### src/rtl/ram_arbiter.sv
// ram_arbiter: two-client round-robin sequencer for the shared 37-bit log RAM.
// Serialises single-word reads/writes from clients A and B, issues the
// one-cycle RAM clear on request, and rejects out-of-range addresses.
// Ports:
//   clk, rst_n (sync, active low)
//   a_req/a_we/a_addr/a_wdata -> a_ack/a_err/a_rdata   (client A)
//   b_req/b_we/b_addr/b_wdata -> b_ack/b_err/b_rdata   (client B)
//   clr_req -> clr_ack ; busy
//   ram_clr/ram_we/ram_re/ram_wr_addr/ram_rd_addr/ram_wr_data, ram_rd_data
// Optional feature macro: RAM_ARB_WPROT_EN (client B writes below PROT_TOP
// are rejected when defined).
module ram_arbiter #(
    parameter int ADDR_WIDTH = 8,
    parameter int DATA_WIDTH = 37,
    parameter int DEPTH      = ADDR_WIDTH ** 2,
    parameter int PROT_TOP   = 16
) (
    input  logic                  clk,
    input  logic                  rst_n,
    input  logic                  a_req,
    input  logic                  a_we,
    input  logic [ADDR_WIDTH-1:0] a_addr,
    input  logic [DATA_WIDTH-1:0] a_wdata,
    output logic                  a_ack,
    output logic                  a_err,
    output logic [DATA_WIDTH-1:0] a_rdata,
    input  logic                  b_req,
    input  logic                  b_we,
    input  logic [ADDR_WIDTH-1:0] b_addr,
    input  logic [DATA_WIDTH-1:0] b_wdata,
    output logic                  b_ack,
    output logic                  b_err,
    output logic [DATA_WIDTH-1:0] b_rdata,
    input  logic                  clr_req,
    output logic                  clr_ack,
    output logic                  busy,
    output logic                  ram_clr,
    output logic                  ram_we,
    output logic                  ram_re,
    output logic [ADDR_WIDTH-1:0] ram_wr_addr,
    output logic [ADDR_WIDTH-1:0] ram_rd_addr,
    output logic [DATA_WIDTH-1:0] ram_wr_data,
    input  logic [DATA_WIDTH-1:0] ram_rd_data
);

    typedef enum logic [2:0] {
        IDLE, WR, RD0, RD1, CLR, DONE
    } state_t;

    localparam logic [ADDR_WIDTH:0] DEPTH_W = (ADDR_WIDTH+1)'(DEPTH);
    localparam logic [ADDR_WIDTH:0] PROT_W  = (ADDR_WIDTH+1)'(PROT_TOP);

`ifdef RAM_ARB_WPROT_EN
    localparam bit WPROT_EN = 1'b1;
`else
    localparam bit WPROT_EN = 1'b0;
`endif

    state_t state, state_nx;

    // last_grant/gnt: 0 = client A, 1 = client B
    logic                  last_grant;
    logic                  gnt;
    logic                  err_q;
    logic                  clr_q;
    logic [ADDR_WIDTH-1:0] addr_q;
    logic [DATA_WIDTH-1:0] wdata_q;

    logic                  pick_b;
    logic                  any_req;
    logic                  sel_we;
    logic [ADDR_WIDTH-1:0] sel_addr;
    logic [DATA_WIDTH-1:0] sel_wdata;
    logic                  reject;

    // On a tie the client that did not win last time gets the grant.
    always_comb begin
        any_req = a_req | b_req;
        pick_b  = 1'b0;
        if (a_req && b_req)
            pick_b = ~last_grant;
        else
            pick_b = b_req;
        sel_we    = pick_b ? b_we    : a_we;
        sel_addr  = pick_b ? b_addr  : a_addr;
        sel_wdata = pick_b ? b_wdata : a_wdata;
        reject    = ({1'b0, sel_addr} >= DEPTH_W)
                  | (WPROT_EN & pick_b & sel_we
                     & ({1'b0, sel_addr} < PROT_W));
    end

    // State register
    always_ff @(posedge clk) begin
        if (!rst_n)
            state <= IDLE;
        else
            state <= state_nx;
    end

    // Next-state logic
    always_comb begin
        state_nx = state;
        unique case (state)
            IDLE: begin
                if (clr_req)
                    state_nx = CLR;
                else if (any_req)
                    state_nx = reject ? DONE : (sel_we ? WR : RD0);
            end
            WR:      state_nx = DONE;
            RD0:     state_nx = RD1;
            RD1:     state_nx = DONE;
            CLR:     state_nx = DONE;
            DONE:    state_nx = IDLE;
            default: state_nx = IDLE;
        endcase
    end

    // Request latch, grant history and read-data capture
    always_ff @(posedge clk) begin
        if (!rst_n) begin
            last_grant <= 1'b1;
            gnt        <= 1'b0;
            err_q      <= 1'b0;
            clr_q      <= 1'b0;
            addr_q     <= '0;
            wdata_q    <= '0;
            a_rdata    <= '0;
            b_rdata    <= '0;
        end else begin
            if (state == IDLE) begin
                if (clr_req) begin
                    clr_q <= 1'b1;
                    err_q <= 1'b0;
                end else if (any_req) begin
                    clr_q      <= 1'b0;
                    gnt        <= pick_b;
                    last_grant <= pick_b;
                    addr_q     <= sel_addr;
                    wdata_q    <= sel_wdata;
                    err_q      <= reject;
                end
            end
            if (state == RD1) begin
                if (gnt)
                    b_rdata <= ram_rd_data;
                else
                    a_rdata <= ram_rd_data;
            end
        end
    end

    // Outputs decoded from state
    always_comb begin
        busy        = (state != IDLE);
        ram_we      = (state == WR);
        ram_re      = (state == RD0) || (state == RD1);
        ram_clr     = (state == CLR);
        clr_ack     = (state == DONE) && clr_q;
        a_ack       = (state == DONE) && !clr_q && !gnt;
        b_ack       = (state == DONE) && !clr_q && gnt;
        a_err       = a_ack && err_q;
        b_err       = b_ack && err_q;
        ram_wr_addr = addr_q;
        ram_rd_addr = addr_q;
        ram_wr_data = wdata_q;
    end

endmodule

### config.mk
export PLATFORM = sky130hd
export DESIGN_NAME = ram_arbiter
export DESIGN_NICKNAME = d
export VERILOG_FILES = /design/src/rtl/ram_arbiter.sv
export SDC_FILE = /design/constraint.sdc
export NUM_CORES = 1
export LEC_CHECK = 0
export BUFFER_PORTS_ARGS = -buffer_cell sky130_fd_sc_hd__buf_2
export CAP_MARGIN = 30
export CORE_ASPECT_RATIO = 1.2
export CORE_UTILIZATION = 45
export DETAILED_ROUTE_END_ITERATION = 7
export PLACE_DENSITY = 0.89
export SETUP_SLACK_MARGIN = 0.02
export SKIP_CTS_REPAIR_TIMING = 1
export SLEW_MARGIN = 20
export SYNTH_ARGS = -nofsm -noshare
export SYNTH_HDL_FRONTEND = slang
export SYNTH_SLANG_ARGS = --single-unit
### constraint.sdc
create_clock -name clk -period 1.96 [get_ports clk]
set_clock_uncertainty 0.1 [all_clocks]
set_input_delay 0.098 -clock clk [delete_from_list [all_inputs] [get_ports clk]]
set_output_delay 0.098 -clock clk [all_outputs]
set_load 0.01 [all_outputs]
==> impl_metrics.ini, run 1 <==
[sta]
worstMarginPinSlew_ns = 0.942
hold_viol = 6
fin_crit_sh_pct = 95.3
grt_setup_unrepaired = no
slew_headroom_pct = 37.2
fmax_mhz = 535
setup_viol = 0
slew_violations = 0
worst_hold_slack_ns = -0.0461
fin_crit_ns = 1.87

[routing]
firstDrtPassIters = 5
initialDrtViolationCount = 482
vias = 6098
remaining_drc_errors = 0
via_per_inst = 5.50
finalWirelength_um = 20100
ant_nets = 0
wire_per_inst_um = 18.1

[clocking]
worst_setup_hold_path_clk_slew_ns = 0.06
cts.sinks = 126
htree_levels = 4
insertion_delay_ns = 0.40
cts_root_buf = clkbuf_16
clockBufferDepth = 2
cts_tree = done
cts_buffers = 17

[hold_path]
holdCritPathClass = input port to register

[logic_synthesis]
async_flop_share_pct = 0
netlist_area_um2 = 5170
yosysUniqueCellTypes = 36
synth_edf_count = 0
synth_seq_cells = 126
synth_fp_nets = 731
yosysSeqAreaShare_pct = 48.8
synth_flop_cell = dfxtp_1
synthCells = 597
synth_area_leaders = dfxtp_1, a21oi_1, nand2_1
ys.warnings.count = 0
synth_top_cell_by_area = dfxtp_1
avgSynthCellArea_um2 = 8.67
synth_top_area_share_pct = 48.8

[die]
io_pins = 270
die_y_um = 119
row_count = 42
die_x_um = 99.9
start_util_pct = 46.7
core_area_um2 = 11100
dieArea_um2 = 11900

[power]
p_per_area_nw_per_um2 = 846
switching_power_mw = 1.86
switching_share_pct = 26.7
ir_drop_mv = 0.481
p_leak_nw = 3.67
seqPwrFrac_pct = 39.6
internal_power_mw = 5.11
clockPowerShare_pct = 44.5
power_mw = 6.97
combPwrFrac_pct = 15.9

[final_layout]
final_common_cell = buf_2
final_nets = 1076
mostFrequentLayoutCells = buf_2, nand2_1, a21oi_1
drive_gt1_share_pct = 34.8
diodes = 0
stdcell_area_um2 = 8240
final_util_pct = 74.3
area_delta_synth_final_pct = 59.2

[worst_setup_path]
crit_arrival_ns = 1.67
path_buf_inv = 1
r2r_slack_ns = 0.19
cp_max_fo = 8
worstPathCellList = nor4bb_4 -> nor2b_4 -> and2_1 -> buf_2
cpPeakStageDelay_ns = 0.44
end_kind = output port
critical-path-top-delay-family = simple AND/OR/NAND/NOR gates
criticalPathCategory = register to output port
critical_path.slowest_cell = nor4bb_4
critical_path_required_ns = 1.76
startpoint_type = register

[global_route]
grt_pass1_vias = 4700
grt_pass1_wl_um = 22600
grt_start_max_net_pins = 57
grt-ovfl-total = 0
antenna_found_initial = 0
gr-usage-all-layers_pct = 24.4

[run_status]
violations = negative hold slack
status = finished, violations left

[placement]
place_area_um2 = 6620
dp_hpwl_um = 10400
gp_congestion = 0.794
portBuffers = 269

[job]
maxCapViolCount = 0
## logic make-up (layout without fill, tap and decap cells)
group,Yosys count,count (layout),synth area share (%)
simple gates,183,183,15.7
compound gates,179,179,19.9
flops,126,126,48.8
buf+inv,62,420,6.53
mux,47,47,9.12
## registers in the layout (all words and copies together) (netlist names)
signal and flops:
ram_wr_data 37, err_q 1, state 3, gnt 1
last_grant 1, a_rdata 37, clr_q 1, b_rdata 37
ram_rd_addr 8
## worst register-to-register path: cells and delay by family (launching register included)
kind	cells	cell delay, ns
compound gates	2	0.47
buf+inv	2	0.44
flops	1	0.36
simple gates	1	0.31
## cell usage after synthesis (2+ instances only)
cell type  count
and4b_1        2
nor2b_1        2
buf_4         12
nand2_1      152
buf_2         18
inv_1          2
a21oi_1      124
o21ai_0        4
nor3_1         5
clkbuf_1      22
buf_1          2
dfxtp_1      126
buf_6          5
mux2i_1       46
a211oi_1      45
o2111ai_1      2
nor3b_1        2
and2_1         2
nand3_1        2
and3_1         2
nor2_1         5
## layer usage
| metal | wire length [µm] | GRT usage [%] | vias to the layer above | share of wire, % |
|---|---|---|---|---|
| met4 | 958 | 10.6 | 0 | 4.8 |
| met2 | 9800 | 43.4 | 455 | 49 |
| met5 | 0 | 0 | - | 0 |
| met1 | 7230 | 26.5 | 2791 | 36 |
| met3 | 2100 | 7.34 | 94 | 10 |
| li1 | - | - | 2758 | - |
## per-stage QoR
step / setup slack, ns / cells / TNS [ns]
floorplan: 0.399 / 597 / 0
global placement: 0.215 / 977 / 0
detailed placement: 0.106 / 977 / 0
CTS: -0.330 / 1009 / -0.958
global route: 0.0154 / 1109 / 0
finish: 0.0916 / 1109 / 0
## path summary, 6_finish.rpt
kind                from              end  depth (start not counted)
max             state[2]            a_err                          4
min          a_wdata[33]  ram_wr_data[33]                          3
max reg2reg     state[2]   ram_rd_addr[5]                          5
min reg2reg  a_rdata[30]      a_rdata[30]                          2
## power groups by stage
stage	clock network [mW]	registers, mW	logic (mW)
floorplan	0	2.84	0.472
global placement	0	2.80	0.863
detailed placement	0	2.80	0.883
CTS	3.12	2.75	0.885
global route	3.26	2.77	1.17
finish	3.10	2.76	1.11
## cell type report
type | instances | area [µm²]
clock buffers | 17 | 425
multi-input cells | 409 | 2350
clock inverters | 15 | 161
inverters | 3 | 13.8
well taps | 154 | 193
repair buffers | 385 | 2570
flip-flops and latches | 126 | 2530
fillers | 686 | 2850
No activity file was read; power rests on OpenSTA's default activity.
==> inputs of run 2 (changes only) <==
--- a/config.mk
+++ b/config.mk
@@ -5,12 +5,12 @@
 export SDC_FILE = /design/constraint.sdc
 export NUM_CORES = 1
 export LEC_CHECK = 0
-export BUFFER_PORTS_ARGS = -buffer_cell sky130_fd_sc_hd__buf_2
-export CAP_MARGIN = 30
-export CORE_ASPECT_RATIO = 1.2
-export CORE_UTILIZATION = 45
+export CORE_AREA = 2 2 104 106
+export CTS_CLUSTER_DIAMETER = 50
 export DETAILED_ROUTE_END_ITERATION = 7
-export PLACE_DENSITY = 0.89
+export DIE_AREA = 0 0 106 108
+export DONT_BUFFER_PORTS = 1
+export PLACE_DENSITY = 0.74
 export SETUP_SLACK_MARGIN = 0.02
 export SKIP_CTS_REPAIR_TIMING = 1
 export SLEW_MARGIN = 20
==> impl_metrics.ini, run 2 (synthesized netlist as in run 1, its figures left out) <==
[final_layout]
area_delta_synth_final_pct = 39.3
final_nets = 844
stdcell_area_um2 = 7210
drive_gt1_share_pct = 8.31
final_common_cell = nand2_1
diodes = 0
fin_cells = 858
mostFrequentLayoutCells = nand2_1, dlygate4sd3_1, dfxtp_1

[global_route]
grt-ovfl-total = 0
grt_start_max_net_pins = 54
grt_pass1_vias = 4111
grt_pass1_wl_um = 20900
antenna_found_initial = 0
gr-usage-all-layers_pct = 23.5

[power]
ir_drop_mv = 0.499
p_per_area_nw_per_um2 = 929
power_mw = 6.69
p_leak_nw = 2.55

[worst_setup_path]
cp_max_fo = 14
critical_path_required_ns = 1.76
crit_arrival_ns = 1.71
end_kind = output port
criticalPathCategory = register to output port
startpoint_type = register

[clocking]
insertion_delay_ns = 0.51
htree_levels = 4
cts.sinks = 126
cts_buffers = 17
cts_tree = done
cts_root_buf = clkbuf_8
clockBufferDepth = 2
worst_setup_hold_path_clk_slew_ns = 0.06

[placement]
place_inst = 689
dp_hpwl_um = 9760
gp_congestion = 0.766
portBuffers = 0
place_area_um2 = 5230

[routing]
ant_nets = 0
wire_per_inst_um = 19.7
vias = 5135
finalWirelength_um = 16900
remaining_drc_errors = 0
firstDrtPassIters = 5
via_per_inst = 5.98
initialDrtViolationCount = 539

[die]
start_util_pct = 50.6
row_count = 37
die_x_um = 106
dieArea_um2 = 11400
core_area_um2 = 10200
io_pins = 270
die_y_um = 108

[sta]
fin_crit_sh_pct = 97.3
slew_headroom_pct = 38.4
setup-tns-final_ns = 0
hold_viol = 0
fmax_mhz = 524
fin_crit_ns = 1.91
worst_hold_slack_ns = 0.0435
worstMarginPinSlew_ns = 0.923
setup_viol = 0
slew_violations = 0

[job]
maxCapViolCount = 0

[hold_path]
holdCritPathClass = input port to register

[run_status]
status = complete, no violations
-- run 2: cell types whose count changed in the layout (fill, tap and decap cells not counted), moves of 2 or more --
cell | before | now
clkinv_4 | 5 | 2
dfxtp_1 | 123 | 125
dlygate4sd3_1 | 100 | 137
buf_2 | 269 | 0
clkinvlp_4 | 1 | 3
inv_6 | 4 | 6
-- run 2: routing by layer --
metal,up-vias,track usage (%),share of wire [%]
met4,0,10.3,4.5
met3,78,8.56,9.9
met2,365,41.4,50
met5,-,0,0
met1,2399,25.4,36
li1,2293,-,-
-- run 2: where the power goes --
group          switching [mW]  leakage (nW)  internal [mW]  total [mW]
logic                   0.417          1.25          0.423       0.840
registers               0.159          1.02           2.67        2.83
clock network            1.20         0.272           1.82        3.02
total                    1.77          2.55           4.92        6.69
-- run 2: metrics by stage --
stage | util (%) | setup slack (ns)
6_report | 70.4 | 0.0532
5_1_grt | 70.4 | -0.0134
4_1_cts | 56.7 | -0.125
3_5_place_dp | 51.1 | 0.250
3_3_place_gp | 51.1 | 0.380
2_1_floorplan | - | 0.399
-- run 2: layout make-up --
class	instances	area, µm²
clock buffers	17	414
flip-flops and latches	126	2520
clock inverters	14	158
repair buffers	153	1580
fillers	713	3020
multi-input cells	409	2350
inverters	3	12.5
well taps	136	170
-- run 2: critical path, cell delays in order, from the launching register on --
cell	delay (ns)
dfxtp_1	0.31
buf_4	0.19
nor4bb_4	0.31
nor2b_4	0.22
and2_4	0.17
-- run 2: path summary, 6_finish.rpt --
kind	start	endpoint	slack [ns]	cells past startpoint
worst min register to register	a_rdata[14]	a_rdata[14]	0.40	2
worst min-delay path	b_req	ram_rd_addr[7]	0.04	4
worst max register to register	state[0]	ram_wr_data[28]	0.15	5
worst max-delay path	state[1]	a_err	0.05	4
==> inputs of run 3 (changes only) <==
--- a/config.mk
+++ b/config.mk
@@ -5,13 +5,14 @@
 export SDC_FILE = /design/constraint.sdc
 export NUM_CORES = 1
 export LEC_CHECK = 0
-export CORE_AREA = 2 2 104 106
+export ABC_AREA = 1
+export CORE_AREA = 2 2 105 107
 export CTS_CLUSTER_DIAMETER = 50
 export DETAILED_ROUTE_END_ITERATION = 7
-export DIE_AREA = 0 0 106 108
+export DIE_AREA = 0 0 107 109
 export DONT_BUFFER_PORTS = 1
 export PLACE_DENSITY = 0.74
-export SETUP_SLACK_MARGIN = 0.02
+export SETUP_SLACK_MARGIN = 0.2
 export SKIP_CTS_REPAIR_TIMING = 1
 export SLEW_MARGIN = 20
 export SYNTH_ARGS = -nofsm -noshare
==> impl_metrics.ini, run 3 <==
[clocking]
insertion_delay_ns = 0.50
htree_levels = 4
cts_tree = done
worst_setup_hold_path_clk_slew_ns = 0.05
cts_root_buf = clkbuf_8
clockBufferDepth = 2
cts.sinks = 126
cts_buffers = 17

[final_layout]
final_nets = 989
area_delta_synth_final_pct = 36.5
stdcell_area_um2 = 7240
final_common_cell = nand2_1
mostFrequentLayoutCells = nand2_1, nor2_1, dlygate4sd3_1
diodes = 0
fin_cells = 1006
drive_gt1_share_pct = 8.31
final_util_pct = 68.3

[sta]
slew_headroom_pct = 69.8
grt_setup_unrepaired = yes
fmax_mhz = 602
slew_violations = 0
fin_crit_ns = 1.66
fin_crit_sh_pct = 84.7
worstMarginPinSlew_ns = 0.453
hold_viol = 0
setup-tns-final_ns = 0
setup_viol = 0

[placement]
portBuffers = 0
place_inst = 842
gp_congestion = 0.831
dp_hpwl_um = 9550
place_area_um2 = 5260

[global_route]
antenna_found_initial = 0
gr-usage-all-layers_pct = 23.3
grt-ovfl-total = 0
grt_pass1_wl_um = 21400
grt_start_max_net_pins = 87
grt_pass1_vias = 4437

[logic_synthesis]
async_flop_share_pct = 0
netlist_area_um2 = 5300
avgSynthCellArea_um2 = 7.10
yosysUniqueCellTypes = 25
synth_fp_nets = 881
synthCells = 747
synth_flop_cell = dfxtp_1
synth_seq_cells = 126
yosysMostFrequentCell = nand2_1
synthTopCellsByCount = nand2_1, nor2_1, dfxtp_1, o21ai_0, a21oi_1
synth_top_cell_by_area = dfxtp_1
synth_edf_count = 0
synth_top_area_share_pct = 47.6
yosysSeqAreaShare_pct = 47.6
synth_area_leaders = dfxtp_1, nand2_1, nor2_1
ys.warnings.count = 0

[power]
p_per_area_nw_per_um2 = 1030
p_leak_nw = 3.06
ir_drop_mv = 0.508
power_mw = 7.47

[worst_setup_path]
cp_max_fo = 5
end_kind = output port
startpoint_type = register
critical_path_required_ns = 1.76
crit_arrival_ns = 1.46
criticalPathCategory = register to output port

[die]
io_pins = 270
core_area_um2 = 10600
start_util_pct = 50.0
die_y_um = 109
row_count = 38
die_x_um = 107
dieArea_um2 = 11700

[routing]
firstDrtPassIters = 5
wire_per_inst_um = 16.8
initialDrtViolationCount = 517
via_per_inst = 5.48
finalWirelength_um = 16900
remaining_drc_errors = 0
vias = 5510
ant_nets = 0

[hold_path]
holdCritPathClass = input port to register

[job]
maxCapViolCount = 0

[run_status]
status = complete, no violations
## run 3: cell types whose count changed after synthesis, sizes merged, moves of 6 or more
cell,previous run,this run
nor2,6,170
nand2,152,196
inv,2,19
a21oi,124,44
mux2i,46,0
o21ai,4,81
nand3,2,43
a211oi,45,0
buf,37,31
## run 3: path summary, 6_finish.rpt
kind                 end  startpoint  slack [ns]  cells after the start
max                a_ack    state[2]        0.30                      2
min                  gnt       b_req        0.07                      5
max reg2reg  b_rdata[21]    state[2]        0.31                      7
min reg2reg        err_q       err_q        0.37                      2
## run 3: where the power goes
| group | total [mW] | leakage (nW) | internal (mW) | switching (mW) |
|---|---|---|---|---|
| Clock | 3.07 | 0.276 | 1.93 | 1.14 |
| Combinational | 1.26 | 1.76 | 0.519 | 0.746 |
| Sequential | 3.13 | 1.02 | 2.80 | 0.331 |
| Total | 7.47 | 3.06 | 5.24 | 2.22 |
## run 3: cell families after synthesis
| logic type | after synthesis | synth area share [%] |
|---|---|---|
| AO/OA/AOI/OAI | 125 | 12.0 |
| buffers and inverters | 77 | 8.05 |
| flip-flops | 126 | 47.6 |
| AND/OR/NAND/NOR | 419 | 32.4 |
## run 3: per-layer routing
metal  up-vias  GRT usage, %  share of wire (%)
met2       360          39.2                 51
met4         0          10.2                4.2
li1       2589             -                  -
met5         -             0                  0
met3        78          8.19                8.4
met1      2483          26.8                 37
## run 3: cell type report
type	count	area [µm²]
Clock buffer	17	414
Multi-Input combinational cell	544	2370
Fill cell	778	3370
Sequential cell	126	2520
Inverter	19	76.3
Timing Repair Buffer	147	1510
Clock inverter	13	166
Tap cell	140	175
## run 3: metrics by stage
step	worst slack [ns]	hold slack [ns]
3_3_place_gp	0.334	0.0995
6_report	0.299	0.0695
4_1_cts	0.129	-0.423
3_5_place_dp	0.193	0.106
2_1_floorplan	0.531	0.133
5_1_grt	0.160	0.113
## run 3: worst max-delay path, cell delays in order (launching register included)
cell and delay, ns:
dfxtp_1 0.43, nand3_2 0.17, nor3_1 0.36
